**src/rtl/dm_ctl_pkg.sv**
```systemverilog
// Shared debug-module definitions: abstract command error codes, command
// types and the abstract-command sequencer state encoding.
package dm_ctl_pkg;

    localparam logic [2:0] CMDERR_NONE       = 3'd0;
    localparam logic [2:0] CMDERR_BUSY       = 3'd1;
    localparam logic [2:0] CMDERR_NOTSUP     = 3'd2;
    localparam logic [2:0] CMDERR_EXCEPTION  = 3'd3;
    localparam logic [2:0] CMDERR_HALTRESUME = 3'd4;

    localparam int         AC_CMDTYPE_MSB        = 31;
    localparam logic [7:0] AC_ACCESS_REGISTER    = 8'd0;
    localparam logic [7:0] AC_QUICK_ACCESS       = 8'd1;
    localparam logic [7:0] AC_ACCESS_MEMORY      = 8'd2;

    localparam logic [1:0] ST_IDLE = 2'd0;
    localparam logic [1:0] ST_EXEC = 2'd1;
    localparam logic [1:0] ST_DONE = 2'd2;

    function automatic logic cmd_supported(input logic [31:0] cmd);
        logic [7:0] cmdtype;
        cmdtype = cmd[AC_CMDTYPE_MSB -: 8];
        return (cmdtype == AC_ACCESS_REGISTER) || (cmdtype == AC_ACCESS_MEMORY);
    endfunction

endpackage

```
**src/rtl/dm_debug_if.sv**
```systemverilog
// Debug-module to hart run-control handshake.
interface dm_debug_if;
    logic        halt_req;
    logic        resume_req;
    logic        exec;
    logic [31:0] command;
    logic        halted;
    logic        done;
    logic        write;
    logic        error;

    modport requester (
        output halt_req, resume_req, exec, command,
        input  halted, done, write, error
    );

    modport responder (
        input  halt_req, resume_req, exec, command,
        output halted, done, write, error
    );
endinterface

```
**src/rtl/dm_abstract_seq.sv**
```systemverilog
// Abstract command sequencer: IDLE/EXEC/DONE handshake with the hart,
// command latch and sticky cmderr with write-1-to-clear.
module dm_abstract_seq
    import dm_ctl_pkg::*;
(
    input  logic        clk,
    input  logic        rst_n,
    input  logic        dmactive,
    input  logic        halted,
    input  logic        command_wr,
    input  logic [31:0] command_wdata,
    input  logic        cmderr_w1c,
    input  logic [2:0]  cmderr_wdata,
    input  logic        done,
    input  logic        write,
    input  logic        error,
    output logic        exec,
    output logic        busy,
    output logic        data0_we,
    output logic [31:0] command,
    output logic [2:0]  cmderr
);

    logic [1:0] state;
    logic [1:0] state_nxt;
    logic [2:0] err_set;
    logic       accept;

    always_comb begin
        state_nxt = state;
        err_set   = CMDERR_NONE;
        accept    = 1'b0;
        case (state)
            ST_IDLE: begin
                if (command_wr) begin
                    if (!halted) begin
                        err_set = CMDERR_HALTRESUME;
                    end else if (!cmd_supported(command_wdata)) begin
                        err_set = CMDERR_NOTSUP;
                    end else if (cmderr == CMDERR_NONE) begin
                        accept    = 1'b1;
                        state_nxt = ST_EXEC;
                    end
                end
            end
            ST_EXEC: begin
                if (done) begin
                    state_nxt = ST_DONE;
                    if (error) err_set = CMDERR_EXCEPTION;
                end
                if (command_wr) err_set = CMDERR_BUSY;
            end
            ST_DONE: begin
                state_nxt = ST_IDLE;
                if (command_wr) err_set = CMDERR_BUSY;
            end
            default: state_nxt = ST_IDLE;
        endcase
    end

    // cmderr is sticky: a new error only lands on a clear field, and wins over a same-cycle clear
    always_ff @(posedge clk) begin
        if (!rst_n || !dmactive) begin
            state   <= ST_IDLE;
            command <= 32'd0;
            cmderr  <= CMDERR_NONE;
        end else begin
            state <= state_nxt;
            if (accept) command <= command_wdata;
            if ((err_set != CMDERR_NONE) && (cmderr == CMDERR_NONE)) begin
                cmderr <= err_set;
            end else if (cmderr_w1c) begin
                cmderr <= cmderr & ~cmderr_wdata;
            end
        end
    end

    assign exec     = (state == ST_EXEC);
    assign busy     = (state != ST_IDLE);
    assign data0_we = exec && done && write;

endmodule

```
**src/rtl/dm_ctl.sv**
```systemverilog
// Debug-module run control: halt/resume requests toward the hart and the
// abstract command sequencer, plus the status bits read back by the DMI.
module dm_ctl
    import dm_ctl_pkg::*;
(
    input  logic                 clk,
    input  logic                 rst_n,
    input  logic                 dmactive,
    input  logic                 haltreq,
    input  logic                 resumereq_wr,
    input  logic                 command_wr,
    input  logic [31:0]          command_wdata,
    input  logic                 cmderr_w1c,
    input  logic [2:0]           cmderr_wdata,
    dm_debug_if.requester        debug_if,
    output logic                 allhalted,
    output logic                 allresumeack,
    output logic                 busy,
    output logic [2:0]           cmderr,
    output logic                 data0_we
);

    logic        resume_req;
    logic        ack_pend;
    logic        exec;
    logic [31:0] command;

    dm_abstract_seq u_seq (
        .clk           (clk),
        .rst_n         (rst_n),
        .dmactive      (dmactive),
        .halted        (debug_if.halted),
        .command_wr    (command_wr),
        .command_wdata (command_wdata),
        .cmderr_w1c    (cmderr_w1c),
        .cmderr_wdata  (cmderr_wdata),
        .done          (debug_if.done),
        .write         (debug_if.write),
        .error         (debug_if.error),
        .exec          (exec),
        .busy          (busy),
        .data0_we      (data0_we),
        .command       (command),
        .cmderr        (cmderr)
    );

    // Resume is held until the hart leaves halt; the acknowledge lands one cycle after the drop
    always_ff @(posedge clk) begin
        if (!rst_n || !dmactive) begin
            resume_req   <= 1'b0;
            ack_pend     <= 1'b0;
            allresumeack <= 1'b0;
        end else begin
            ack_pend <= 1'b0;
            if (ack_pend) allresumeack <= 1'b1;
            if (resume_req) begin
                if (!debug_if.halted) begin
                    resume_req <= 1'b0;
                    ack_pend   <= 1'b1;
                end
            end else if (resumereq_wr && debug_if.halted && !haltreq && !busy) begin
                resume_req   <= 1'b1;
                allresumeack <= 1'b0;
            end
        end
    end

    assign debug_if.halt_req   = haltreq && !resume_req;
    assign debug_if.resume_req = resume_req;
    assign debug_if.exec       = exec;
    assign debug_if.command    = command;
    assign allhalted           = debug_if.halted;

endmodule

```
**src/flat_wrapper.sv**
```systemverilog
// flat-port wrapper written by rule: the top's interface ports become plain ports
module dm_ctl_flat import dm_ctl_pkg::*;
  (clk, rst_n, dmactive, haltreq, resumereq_wr, command_wr, command_wdata, cmderr_w1c, cmderr_wdata, allhalted, allresumeack, busy, cmderr, data0_we, debug_if_halt_req, debug_if_resume_req, debug_if_exec, debug_if_command, debug_if_halted, debug_if_done, debug_if_write, debug_if_error);
  dm_debug_if debug_if_i ();
  input  logic clk;
  input  logic rst_n;
  input  logic dmactive;
  input  logic haltreq;
  input  logic resumereq_wr;
  input  logic command_wr;
  input  logic [31:0] command_wdata;
  input  logic cmderr_w1c;
  input  logic [2:0] cmderr_wdata;
  output logic allhalted;
  output logic allresumeack;
  output logic busy;
  output logic [2:0] cmderr;
  output logic data0_we;
  output wire logic [$bits(debug_if_i.halt_req)-1:0] debug_if_halt_req;
  output wire logic [$bits(debug_if_i.resume_req)-1:0] debug_if_resume_req;
  output wire logic [$bits(debug_if_i.exec)-1:0] debug_if_exec;
  output wire logic [$bits(debug_if_i.command)-1:0] debug_if_command;
  input wire logic [$bits(debug_if_i.halted)-1:0] debug_if_halted;
  input wire logic [$bits(debug_if_i.done)-1:0] debug_if_done;
  input wire logic [$bits(debug_if_i.write)-1:0] debug_if_write;
  input wire logic [$bits(debug_if_i.error)-1:0] debug_if_error;
  assign debug_if_halt_req = debug_if_i.halt_req;
  assign debug_if_resume_req = debug_if_i.resume_req;
  assign debug_if_exec = debug_if_i.exec;
  assign debug_if_command = debug_if_i.command;
  assign debug_if_i.halted = debug_if_halted;
  assign debug_if_i.done = debug_if_done;
  assign debug_if_i.write = debug_if_write;
  assign debug_if_i.error = debug_if_error;
  dm_ctl u_core (.clk(clk), .rst_n(rst_n), .dmactive(dmactive), .haltreq(haltreq), .resumereq_wr(resumereq_wr), .command_wr(command_wr), .command_wdata(command_wdata), .cmderr_w1c(cmderr_w1c), .cmderr_wdata(cmderr_wdata), .debug_if(debug_if_i), .allhalted(allhalted), .allresumeack(allresumeack), .busy(busy), .cmderr(cmderr), .data0_we(data0_we));
endmodule
```
**config.mk**
```make
export PLATFORM = sky130hd
export DESIGN_NAME = dm_ctl_flat
export DESIGN_NICKNAME = d
export VERILOG_FILES = /design/src/rtl/dm_ctl_pkg.sv /design/src/rtl/dm_debug_if.sv /design/src/rtl/dm_abstract_seq.sv /design/src/rtl/dm_ctl.sv /design/src/flat_wrapper.sv
export SDC_FILE = /design/constraint.sdc
export NUM_CORES = 1
export LEC_CHECK = 0
export CAP_MARGIN = 20
export CORE_MARGIN = 3
export CORE_UTILIZATION = 25
export CTS_BUF_LIST = sky130_fd_sc_hd__clkbuf_8
export DETAILED_ROUTE_END_ITERATION = 7
export GPL_ROUTABILITY_DRIVEN = 0
export GPL_TIMING_DRIVEN = 1
export SETUP_SLACK_MARGIN = 0.4
export SLEW_MARGIN = 20
export SYNTH_ARGS = -nofsm -noshare
export SYNTH_HDL_FRONTEND = slang
export SYNTH_SLANG_ARGS = --single-unit
```
**constraint.sdc**
```tcl
create_clock -name clk -period 4.3 [get_ports clk]
set_input_delay 0.43 -clock clk [delete_from_list [all_inputs] [get_ports clk]]
set_output_delay 0.43 -clock clk [all_outputs]
set_load 0.02 [all_outputs]
```
==> impl_metrics.csv <==
group,metric,value,unit
synth,synthSimpleGateAreaFrac,0.231,
synth,synth_area_leaders,"dfxtp_1, mux2i_1, nand2_1",
routing,ant_nets,0,
timing,layout_min_cycle_time,2.42,ns
global_route,grt_max_degree,57,
synth,synth.distinct_cells,32,
status,status,"completed",
final_layout,layout_commonest_cell,"clkdlybuf4s50_1",
clocking,cts_root_buf,"clkbuf_8",
clocking,cts_hold_buf,0,
clocking,numCtsBuffers,5,
synth,yosys.area.top_type_share,0.495,
clocking,cts_setup_buffers,0,
pwr,power,690,uW
floorplanning,core-area,6100,um^2
synth,synth_top_area_cell,"dfxtp_1",
global_route,antenna_found_initial,0,
final_layout,final_cell_mix,"clkdlybuf4s50_1, nand2_1, dfxtp_1",
place,dp_slack,1.54,ns
synth,synth_compound_area_frac,0.0542,
synth,ys_async_sr_fraction,0,
clocking,clock_latency,0.29,ns
global_route,grt_pass1_wl,6.42,mm
synth,ys_seq_area_frac,0.495,
floorplanning,dieArea,7470,um^2
floorplanning,die_w,86.4,um
setup_path,crit_fanout,33,
run,drv_cap,0,
final_layout,final_util,0.423,
synth,syn_nets,217,
setup_path,critPathArrivalTime,2.63,ns
timing,finalCritPeriodShare,0.564,
pwr,p_leak,0.895,nW
floorplanning,initial_core_util,0.265,
timing,setup_slack,1.88,ns
final_layout,drive_gt1_frac,0.0314,
synth,muxShareOfSynthArea,0.155,
synth,synth_top_family_by_area,"simple AND/OR/NAND/NOR gates",
routing,num_vias,1452,
final_layout,nNetsFinal,300,
synth,yosys_most_used_dff,"dfxtp_1",
setup_path,path_class,"primary input to flop",
setup_path,end_kind,"flop",
timing,slew_headroom,0.316,
routing,routedWlPerCell,12.1,um
routing,finalWirelength,3.98,mm
routing,vias_per_cell,4.40,
global_route,grt_pass1_vias,1402,
setup_path,cp-start-kind,"primary input",
routing,post-route-drc-count,0,
synth,yosysWarnings,0,
clocking,clockBufferDepth,2,
synth,synth_edf_count,0,
final_layout,num_antenna_cells,0,
hold_path,worstHoldPathType,"flop to flop",
timing,setup_viol,0,
timing,rsz0062_at_grt,"no",
place,io_buffers,87,
clocking,htreeDepth,2,
floorplanning,rows,28,
synth,ys_ff_latch,40,
timing,worstMarginPinSlew,1.03,ns
synth,syn-cell-area,1620,um^2
clocking,path_clk_slew,0.07,ns
clocking,cts_resized,0,
synth,synthXorXnorAreaFrac,0,
clocking,clock-sinks,40,
global_route,grt-ovfl-total,0,
place,dp_hpwl,2.88,mm
global_route,grt_usage,0.108,
timing,max_freq,413,MHz
clocking,cts_tree,"built",
routing,drtIter0Drc,34,
floorplanning,die_h,86.4,um
pwr,ir_drop,0.109,mV
timing,fin_skew,0.00521,ns
final_layout,syn_to_final_growth,59.4,%
pwr,power_density,268,nW/um^2
setup_path,worst_ep_required_time,4.51,ns
synth,postSynthCellCount,171,
timing,slew_viol_final,0,
synth,synth_fa_ha_area_frac,0,
timing,final_hold_viol_count,0,
timing,tns,0,ns
synth,syn_avg_cell_area,9.45,um^2
floorplanning,pin_count,88,
routing,drt_pass1_iterations,4,
worst max-delay path: stages:
cell and delay (ns):
clkdlybuf4s50_1 0.39, or4_1 0.53, and4bb_2 0.99, mux2i_1 0.26
path summary, 6_finish.rpt:
check	end	depth (start not counted)	slack [ns]	start
setup / recovery	u_core.u_seq.command[3]	4	1.88	command_wdata[27]
hold / removal	u_core.u_seq.command[17]	2	0.46	u_core.u_seq.command[17]
setup reg to reg	u_core.u_seq.command[3]	3	2.24	u_core.u_seq.cmderr[2]
hold reg to reg	u_core.u_seq.command[17]	2	0.46	u_core.u_seq.command[17]
registers in the layout, summed over array words and instances, names as in the netlist:
signal,flops
u_core.u_seq.command,32
u_core.u_seq.cmderr,3
u_core.u_seq.state,2
u_core.ack_pend,1
u_core.allresumeack,1
u_core.debug_if.resume_req,1
area by class of cell:
cell class / count / area, um^2
Tap cell: 75 / 93.8
Inverter: 2 / 7.51
Multi-Input combinational cell: 118 / 713
Clock inverter: 2 / 7.51
Clock buffer: 6 / 82.6
Timing Repair Buffer: 87 / 871
Sequential cell: 40 / 801
Fill cell: 645 / 3520
where the power goes:
part / internal [mW] / leakage (nW) / switching, mW
logic: 0.0453 / 0.519 / 0.0251
registers: 0.371 / 0.322 / 0.000858
clock network: 0.126 / 0.0538 / 0.121
total: 0.543 / 0.895 / 0.147
cells by family (layout without fill, tap and decap cells):
kind of cell / Yosys count / count (layout)
AND/OR/NAND/NOR: 80 / 80
flip-flops: 40 / 40
multiplexers: 25 / 25
AO/OA/AOI/OAI: 13 / 13
buffers and inverters: 13 / 97
layer usage:
metal  global-route usage  vias up  part of all wire
met4               0.0340        0            0.0088
met1                0.137      653              0.45
met5                    0        -                 0
met3               0.0466        4              0.10
li1                     -      736                 -
met2                0.166       59              0.44
metrics by stage:
step,hold slack (ns),area (um^2),instances
floorplan,0.450,1620,171
global placement,0.442,2490,322
detailed placement,0.450,2490,322
CTS,0.461,2580,330
global route,0.482,2580,330
finish,0.459,2580,330
Yosys cell counts (all sizes together), types with 2 or more instances:
master	count
nor3b	8
nand2	54
a21boi	2
and3	2
a21oi	2
inv	2
o21ai	3
nor2b	4
clkbuf	4
nor2	4
dfxtp	40
mux2i	25
buf	7
Power figures use the tool's default switching activity.
